`src/rtl/decode_redirect_stage.sv`:
```
// ---------------------------------------------------------------------------
// decode_redirect_stage
//
// Instruction-decode stage. It takes the IF/ID pair (instruction, PC+4),
// resolves beq/bne/j/jal/jr in ID and drives the fetch-side PC controls. Fetch
// cannot stall or flush, so hazards are handled differently:
//   - The hazarding instruction is replayed through the jump path
//     (jumpTarget = PC+4-4).
//   - Whatever fetch delivers in the cycle after any redirect is squashed.
// The ID/EX pipeline word toward execute is registered here.
//
// Ports
//   Clk, Reset          clock, asynchronous active-low reset
//   Instruction_in      instruction from IF/ID
//   PCAddResult_in      PC+4 of Instruction_in
//   ReadReg1/ReadReg2   rs/rt fields to the register file (combinational)
//   ReadData1/ReadData2 register-file data for rs/rt
//   EX_MemRead, EX_RegWrite, EX_WriteReg   state of the EX instruction
//   MEM_MemRead, MEM_WriteReg              state of the MEM instruction
//   PCSrc               1 = fetch takes branchTarget
//   sel                 00 PC+4, 01 jumpTarget, 10 jrTarget
//   branchTarget        PC+4 + (sext(imm16) << 2)
//   jumpTarget          jump address, or replay address on a hazard
//   jrTarget            ReadData1
//   IDEX_*              registered ID/EX word; IDEX_Valid=0 marks a bubble
// ---------------------------------------------------------------------------
module decode_redirect_stage #(
  parameter logic [31:0] NOP_INSTR = 32'h0000_0000,
  parameter logic [4:0]  LINK_REG  = 5'd31
) (
  input  logic        Clk,
  input  logic        Reset,
  input  logic [31:0] Instruction_in,
  input  logic [31:0] PCAddResult_in,
  output logic [4:0]  ReadReg1,
  output logic [4:0]  ReadReg2,
  input  logic [31:0] ReadData1,
  input  logic [31:0] ReadData2,
  input  logic        EX_MemRead,
  input  logic        EX_RegWrite,
  input  logic [4:0]  EX_WriteReg,
  input  logic        MEM_MemRead,
  input  logic [4:0]  MEM_WriteReg,
  output logic        PCSrc,
  output logic [1:0]  sel,
  output logic [31:0] branchTarget,
  output logic [31:0] jumpTarget,
  output logic [31:0] jrTarget,
  output logic [31:0] IDEX_Instruction,
  output logic [31:0] IDEX_PCAddResult,
  output logic [4:0]  IDEX_WriteReg,
  output logic        IDEX_Valid
);

  typedef enum logic {RUN = 1'b0, SQUASH = 1'b1} state_t;

  localparam logic [1:0] SEL_PC4 = 2'b00;
  localparam logic [1:0] SEL_JMP = 2'b01;
  localparam logic [1:0] SEL_JR  = 2'b10;

  localparam logic [5:0] OP_RTYPE = 6'b000000;
  localparam logic [5:0] OP_BEQ   = 6'b000100;
  localparam logic [5:0] OP_BNE   = 6'b000101;
  localparam logic [5:0] OP_J     = 6'b000010;
  localparam logic [5:0] OP_JAL   = 6'b000011;
  localparam logic [5:0] OP_LUI   = 6'b001111;
  localparam logic [5:0] FN_JR    = 6'b001000;

  // Sign-extended word offset of a 16-bit branch immediate.
  function automatic logic signed [31:0] branch_offset(input logic [15:0] imm);
    logic signed [31:0] ext;
    ext = signed'({{16{imm[15]}}, imm});
    return ext <<< 2;
  endfunction

  // Register 0 is hardwired, so it can never carry a dependence.
  function automatic logic reg_hit(input logic en, input logic [4:0] src,
                                   input logic [4:0] dst);
    return en && (src != 5'd0) && (src == dst);
  endfunction

  state_t state_q, state_d;

  logic [5:0]  opcode, funct;
  logic [4:0]  rs, rt, rd;
  logic        is_rtype, is_jr, is_beq, is_bne, is_branch, is_j, is_jal;
  logic        is_load, is_store, is_alui;
  logic        uses_rs, uses_rt, is_cmp;
  logic        run, haz_a, haz_b, haz_c, hazard, taken, redirect;
  logic [31:0] jump_addr;

  logic [31:0] idex_instr_p0, idex_pc_p0;
  logic [4:0]  idex_wr_p0;
  logic        vld_p0;

  assign opcode = Instruction_in[31:26];
  assign rs     = Instruction_in[25:21];
  assign rt     = Instruction_in[20:16];
  assign rd     = Instruction_in[15:11];
  assign funct  = Instruction_in[5:0];

  assign ReadReg1 = rs;
  assign ReadReg2 = rt;

  assign is_rtype  = (opcode == OP_RTYPE);
  assign is_jr     = is_rtype && (funct == FN_JR);
  assign is_beq    = (opcode == OP_BEQ);
  assign is_bne    = (opcode == OP_BNE);
  assign is_branch = is_beq || is_bne;
  assign is_j      = (opcode == OP_J);
  assign is_jal    = (opcode == OP_JAL);
  assign is_load   = (opcode[5:3] == 3'b100);
  assign is_store  = (opcode[5:3] == 3'b101);
  assign is_alui   = (opcode[5:3] == 3'b001);

  // Operand classes: lui has no source register, jr reads only rs, stores
  // read rt as the store data.
  assign uses_rs = is_rtype || is_branch || is_load || is_store ||
                   (is_alui && (opcode != OP_LUI));
  assign uses_rt = (is_rtype && !is_jr) || is_branch || is_store;
  assign is_cmp  = is_branch || is_jr;

  // Decode and hazard checks only act in RUN and out of reset.
  assign run = (state_q == RUN) && Reset;

  assign haz_a = EX_MemRead &&
                 (reg_hit(uses_rs, rs, EX_WriteReg) || reg_hit(uses_rt, rt, EX_WriteReg));
  assign haz_b = EX_RegWrite &&
                 (reg_hit(is_cmp, rs, EX_WriteReg) || reg_hit(is_branch, rt, EX_WriteReg));
  assign haz_c = MEM_MemRead &&
                 (reg_hit(is_cmp, rs, MEM_WriteReg) || reg_hit(is_branch, rt, MEM_WriteReg));
  assign hazard = run && (haz_a || haz_b || haz_c);

  assign taken = (is_beq && (ReadData1 == ReadData2)) ||
                 (is_bne && (ReadData1 != ReadData2));

  assign branchTarget = PCAddResult_in + unsigned'(branch_offset(Instruction_in[15:0]));
  assign jrTarget     = ReadData1;
  assign jump_addr    = {PCAddResult_in[31:28], Instruction_in[25:0], 2'b00};

  always_comb begin
    PCSrc      = 1'b0;
    sel        = SEL_PC4;
    jumpTarget = jump_addr;
    redirect   = 1'b0;
    if (hazard) begin
      sel        = SEL_JMP;
      jumpTarget = PCAddResult_in - 32'd4;
      redirect   = 1'b1;
    end else if (run && taken) begin
      PCSrc    = 1'b1;
      redirect = 1'b1;
    end else if (run && (is_j || is_jal)) begin
      sel      = SEL_JMP;
      redirect = 1'b1;
    end else if (run && is_jr) begin
      sel      = SEL_JR;
      redirect = 1'b1;
    end
  end

  // The arrival right after any redirect is wrong-path; SQUASH covers exactly it.
  always_comb begin
    state_d = RUN;
    if ((state_q == RUN) && redirect) state_d = SQUASH;
  end

  always_ff @(posedge Clk or negedge Reset) begin
    if (!Reset) state_q <= RUN;
    else        state_q <= state_d;
  end

  always_comb begin
    idex_instr_p0 = NOP_INSTR;
    idex_pc_p0    = 32'd0;
    idex_wr_p0    = 5'd0;
    vld_p0        = 1'b0;
    if (run && !hazard) begin
      idex_instr_p0 = Instruction_in;
      idex_pc_p0    = PCAddResult_in;
      vld_p0        = 1'b1;
      if (is_jal)                  idex_wr_p0 = LINK_REG;
      else if (is_rtype)           idex_wr_p0 = rd;
      else if (is_load || is_alui) idex_wr_p0 = rt;
    end
  end

  // ---- ID/EX stage boundary ----
  always_ff @(posedge Clk or negedge Reset) begin
    if (!Reset) begin
      IDEX_Instruction <= NOP_INSTR;
      IDEX_PCAddResult <= 32'd0;
      IDEX_WriteReg    <= 5'd0;
      IDEX_Valid       <= 1'b0;
    end else begin
      IDEX_Instruction <= idex_instr_p0;
      IDEX_PCAddResult <= idex_pc_p0;
      IDEX_WriteReg    <= idex_wr_p0;
      IDEX_Valid       <= vld_p0;
    end
  end

endmodule

```
`config.mk`:
```
export PLATFORM = sky130hd
export DESIGN_NAME = decode_redirect_stage
export DESIGN_NICKNAME = d
export VERILOG_FILES = /design/src/rtl/decode_redirect_stage.sv
export SDC_FILE = /design/constraint.sdc
export NUM_CORES = 1
export LEC_CHECK = 0
export CAP_MARGIN = 30
export CORE_ASPECT_RATIO = 0.5
export CORE_MARGIN = 3
export CORE_UTILIZATION = 25
export CTS_CLUSTER_SIZE = 8
export DETAILED_ROUTE_END_ITERATION = 8
export PLACE_DENSITY_LB_ADDON = 0.2
export SKIP_CTS_REPAIR_TIMING = 1
export SLEW_MARGIN = 10
export SYNTH_ARGS = -nofsm -noshare
export SYNTH_HDL_FRONTEND = slang
export SYNTH_SLANG_ARGS = --single-unit
export TNS_END_PERCENT = 10
```
`constraint.sdc`:
```
create_clock -name Clk -period 4 [get_ports Clk]
set_input_delay 0.8 -clock Clk [delete_from_list [all_inputs] [get_ports Clk]]
set_output_delay 0.8 -clock Clk [all_outputs]
set_load 0.005 [all_outputs]
```
# == Yosys cells after proc, flatten, opt, wreduce, memory -nomap -nowiden ==
# Cells that the tools add are included.
# totals
register_bits,71
output_inout_bits,179
input_bits,143
# op_classes
eq_ne,15
n_mux,19
bitwise,1
n_reduce_logical,46
addsub,2
# ops
op,count
$mux W32,3
$add A32 B32 Y32,1
$eq A32 B32 Y1,1
$ne A32 B32 Y1,1
$sub A32 B3 Y32 const B,1
$logic_and A1 B1 Y1,25
$eq A5 B5 Y1,4
$mux W5,4
$logic_or A1 B1 Y1,16
$eq A6 B2 Y1 const B,2
$eq A6 B3 Y1 const B,2
$reduce_bool A5 Y1,2
$mux W1,8
$mux W2,4
$eq A3 B3 Y1 const B,2
$eq A6 B4 Y1 const B,1
$logic_not A6 Y1,1
$ne A6 B4 Y1 const B,1
$eq A3 B1 Y1 const B,1
$logic_not A1 Y1,2
$not A1 Y1,1

# == Depth between registers and ports, before layout ==
# depth
ltp_word,16
ltp_mapped,11
depth_no_buf,11

# == Worst setup path after synthesis ==
# Ideal clock, no wire load.
# synth_timing
kind,in2out
from,input port Instruction_in[0]
to,output port branchTarget[30]
n_path_buf,0
setup_slack_ns,-0.009
arrival_ns,3.209
t_required_ns,3.200
stages,11
cell_sequence,ha_1 inv_1 fa_1 nor2b_1 o31ai_1 a2111oi_0 a41oi_1 o21ai_0 a211oi_1 o31ai_1 xor2_1
# synth_via
elab_chain_len,1
# synth_rtl
item,line_no,rtl
"start, declared",33,"input logic [31:0] Instruction_in,"
$add A32 B32 Y32,137,assign branchTarget = PCAddResult_in + unsigned'(branch_offset(Instruction_in[15:0]));
"end, declared",46,"output logic [31:0] branchTarget,"
# No other way between the ends.

# == Worst setup path in the final report ==
# layout_timing
from,input port PCAddResult_in[11]
to,output port jumpTarget[30]
# layout_via
elab_chain_len,2
# layout_rtl
item,line_no,rtl
"start, declared",34,"input logic [31:0] PCAddResult_in,"
$sub A32 B3 Y32,148,jumpTarget = PCAddResult_in - 32'd4;
$mux W32,146,if (hazard) begin
"end, declared",47,"output logic [31:0] jumpTarget,"
# No other way between the ends.

==> out/results.tsv <==
metric	value	unit
max capacitance violation total	0	
post-synthesis sequential area ratio	0.310	
Max H-tree Level	3	
total gr overflow	0	
crit path max fanout	4	
failing checks	negative setup slack	
Post-Syn Nets	833	
setup TNS	-1.98	ns
min-delay worst type	in -> async	
Synth cell types	61	
post-route DRC violation count	0	
status	complete, but fails checks	
final worst path period need	4.23	ns
first-pass iteration count of the detailed router	5	
layout cells sized above 1	0.294	
Post-Syn Instances	659	
cell chain of the critical path	buf_2 -> or3_4 -> or4_4 -> or4_4 -> nor3_4 -> and3_4 -> buf_4 -> buf_4 -> nand2_1 -> nor2_1 -> xor2_1 -> clkbuf_2	
Post-synth EDFFs	0	
CP Launch Type	input port	
Antenna Violating Nets Remaining	0	
most frequent cell after synthesis	dfrtp_1	
CP Capture Type	output port	
mapped cell area	0.00574	mm^2
overall die height	113	um
Final Slew Violations	0	
clk buf depth	2	
GPL Wtd Cong	0.887	
final setup fails	17	
Die ar.	0.0249	mm^2
global-route wire length before repair	36.4	mm
number of nets in the layout	1293	
Area contributors post-synth	dfrtp_1, xor2_1, xnor2_1, ha_1, and2_1	
Vias	6362	
Final WS setup	-0.226	ns
initial antenna violation count	2	
Routed WL per cell	17.0	um
Initial Util	0.260	
CTS Buf Count	9	
Placeable Area	0.0221	mm^2
CTS tree	yes	
Commonest cells post-synth	dfrtp_1, xor2_1, and2_1	
ys async rst share	1.00	
DRT Wirelength	24.2	mm
peak supply drop	0.155	mV
CP Class	in -> out	
Fmax achieved	237	MHz
latest clock arrival within the worst-skew pair	0.33	ns
Die X	220	um
clock skew	0.00586	ns
#FFs+latches synth	71	
average size of a mapped cell	8.71	um^2
reg2reg path depth	5	
DR iter-0 viols	254	
clk slew on worst S/H paths	0.06	ns
Slowest Stage Delay on Critical Path	0.45	ns
pin count of the biggest net entering global routing	72	
vias in the first global route	6448	
r2r setup slk	2.57	ns
crit share post-route	1.06	
static leakage	5.35	nW
Max-slew headroom	0.764	
Root Driver	clkbuf_16	
largest area contributor in the netlist	dfrtp_1	
Via-to-Cell Ratio	4.47	
R2R Path Start	state_q	
Worst EP required	3.20	ns
RSZ-0062 raised after global routing	true	
Critical Path AT	3.43	ns
cell total after placement	1389	
CTS Sinks	71	
DP Wirelength	19.8	mm
Syn. warnings	0	
I/O pin count	322	
top_reg_cell synth	dfrtp_1	
PwrDens	237	mW/mm^2
fin cells	1423	
Synth top area share	0.310	
row cnt	38	
worst flop-to-flop path endpoint	IDEX_PCAddResult[16]	
Worst-Margin Slew	0.352	ns
Final Hold Fails	0	
PortBufs	321	
Synth-to-Final Area Change	96.9	%
slowest CP cell	or4_4	
Global Route Usage Sum	0.187	
-- critical path: cells and delay by family --
kind / cells / cell delay, ns
AND/OR/NAND/NOR: 7 / 1.98
XOR/XNOR: 1 / 0.16
buffers and inverters: 4 / 0.48
-- worst max-delay path by stage --
stage                                  start                to  slack (ns)
after floorplan            Instruction_in[0]  branchTarget[30]        0.09
after global placement     Instruction_in[0]  branchTarget[30]       -1.20
after detailed placement   Instruction_in[0]  branchTarget[30]       -1.21
after CTS                  Instruction_in[0]  branchTarget[30]       -1.24
after global routing      Instruction_in[30]    jumpTarget[31]       -0.32
final                     PCAddResult_in[11]    jumpTarget[30]       -0.23
-- cells by family after synthesis --
group	Yosys count	synth area share
and+or+nand+nor	239	0.232
AOI/OAI and AO/OA	125	0.138
xor gates and xnor gates	109	0.166
buffers and inverters	84	0.0848
DFF	71	0.310
adders and majority gates	31	0.0689
-- per-layer routing --
layer / vias up / wire length, um / track usage
met5: - / 13 / 0
met4: 2 / 532 / 0.0428
met3: 31 / 930 / 0.0322
met2: 137 / 12300 / 0.333
met1: 3013 / 10400 / 0.237
li1: 3179 / - / -
-- power breakdown --
group | internal [mW] | switching (mW) | leakage [nW]
logic | 0.681 | 0.489 | 4.30
registers | 0.759 | 0.00981 | 0.922
clock network | 0.446 | 0.295 | 0.132
total | 1.89 | 0.794 | 5.35
-- state kept, by name, summed over array words and instances (netlist names) --
register	cells
IDEX_Valid	1
IDEX_PCAddResult	32
state_q	1
IDEX_WriteReg	5
IDEX_Instruction	32
-- per-stage QoR --
| step | utilization | power (mW) | area, um^2 | hold slack [ns] | worst slack (ns) |
|---|---|---|---|---|---|
| floorplan | - | 1.16 | 5740 | 0.504 | 0.0914 |
| global placement | 0.464 | 1.89 | 10300 | 0.759 | -1.20 |
| detailed placement | 0.464 | 1.90 | 10300 | 0.781 | -1.21 |
| CTS | 0.476 | 2.65 | 10500 | 0.748 | -1.24 |
| global route | 0.511 | 2.84 | 11300 | 0.472 | -0.318 |
| finish | 0.511 | 2.68 | 11300 | 0.461 | -0.226 |
-- cell type report --
type,count,area (um^2)
antenna,1,2.50
clock buffer,13,260
clock inverter,1,5.00
fill,2041,10800
inverter,15,56.3
multi-input combinational,504,4020
sequential,71,1780
tap,300,375
timing repair buffer,518,4800
-- cells in the final DEF (no fill, tap or decap), drive strengths merged, types with 2 or more instances in the layout --
cell / Yosys / final
nor4: 19 / 19
ha: 30 / 30
dlymetal6s2s: 0 / 62
nand2: 50 / 50
nand4: 13 / 13
nand2b: 6 / 6
a22oi: 6 / 6
dfrtp: 71 / 71
a21oi: 29 / 29
inv: 15 / 15
buf: 47 / 209
o21a: 5 / 5
a211o: 2 / 2
nor4b: 2 / 2
nor2b: 4 / 4
xnor2: 45 / 45
or3: 4 / 4
nor2: 34 / 34
xor2: 64 / 64
nand3: 5 / 5
a2111oi: 2 / 2
nor3: 30 / 30
and2: 62 / 62
a31oi: 2 / 2
clkdlybuf4s50: 0 / 235
o211ai: 2 / 2
o31ai: 6 / 6
a211oi: 10 / 10
or4: 5 / 5
clkbuf: 22 / 25
a21o: 11 / 11
o21ai: 38 / 38
Power figures use the tool's default switching activity.
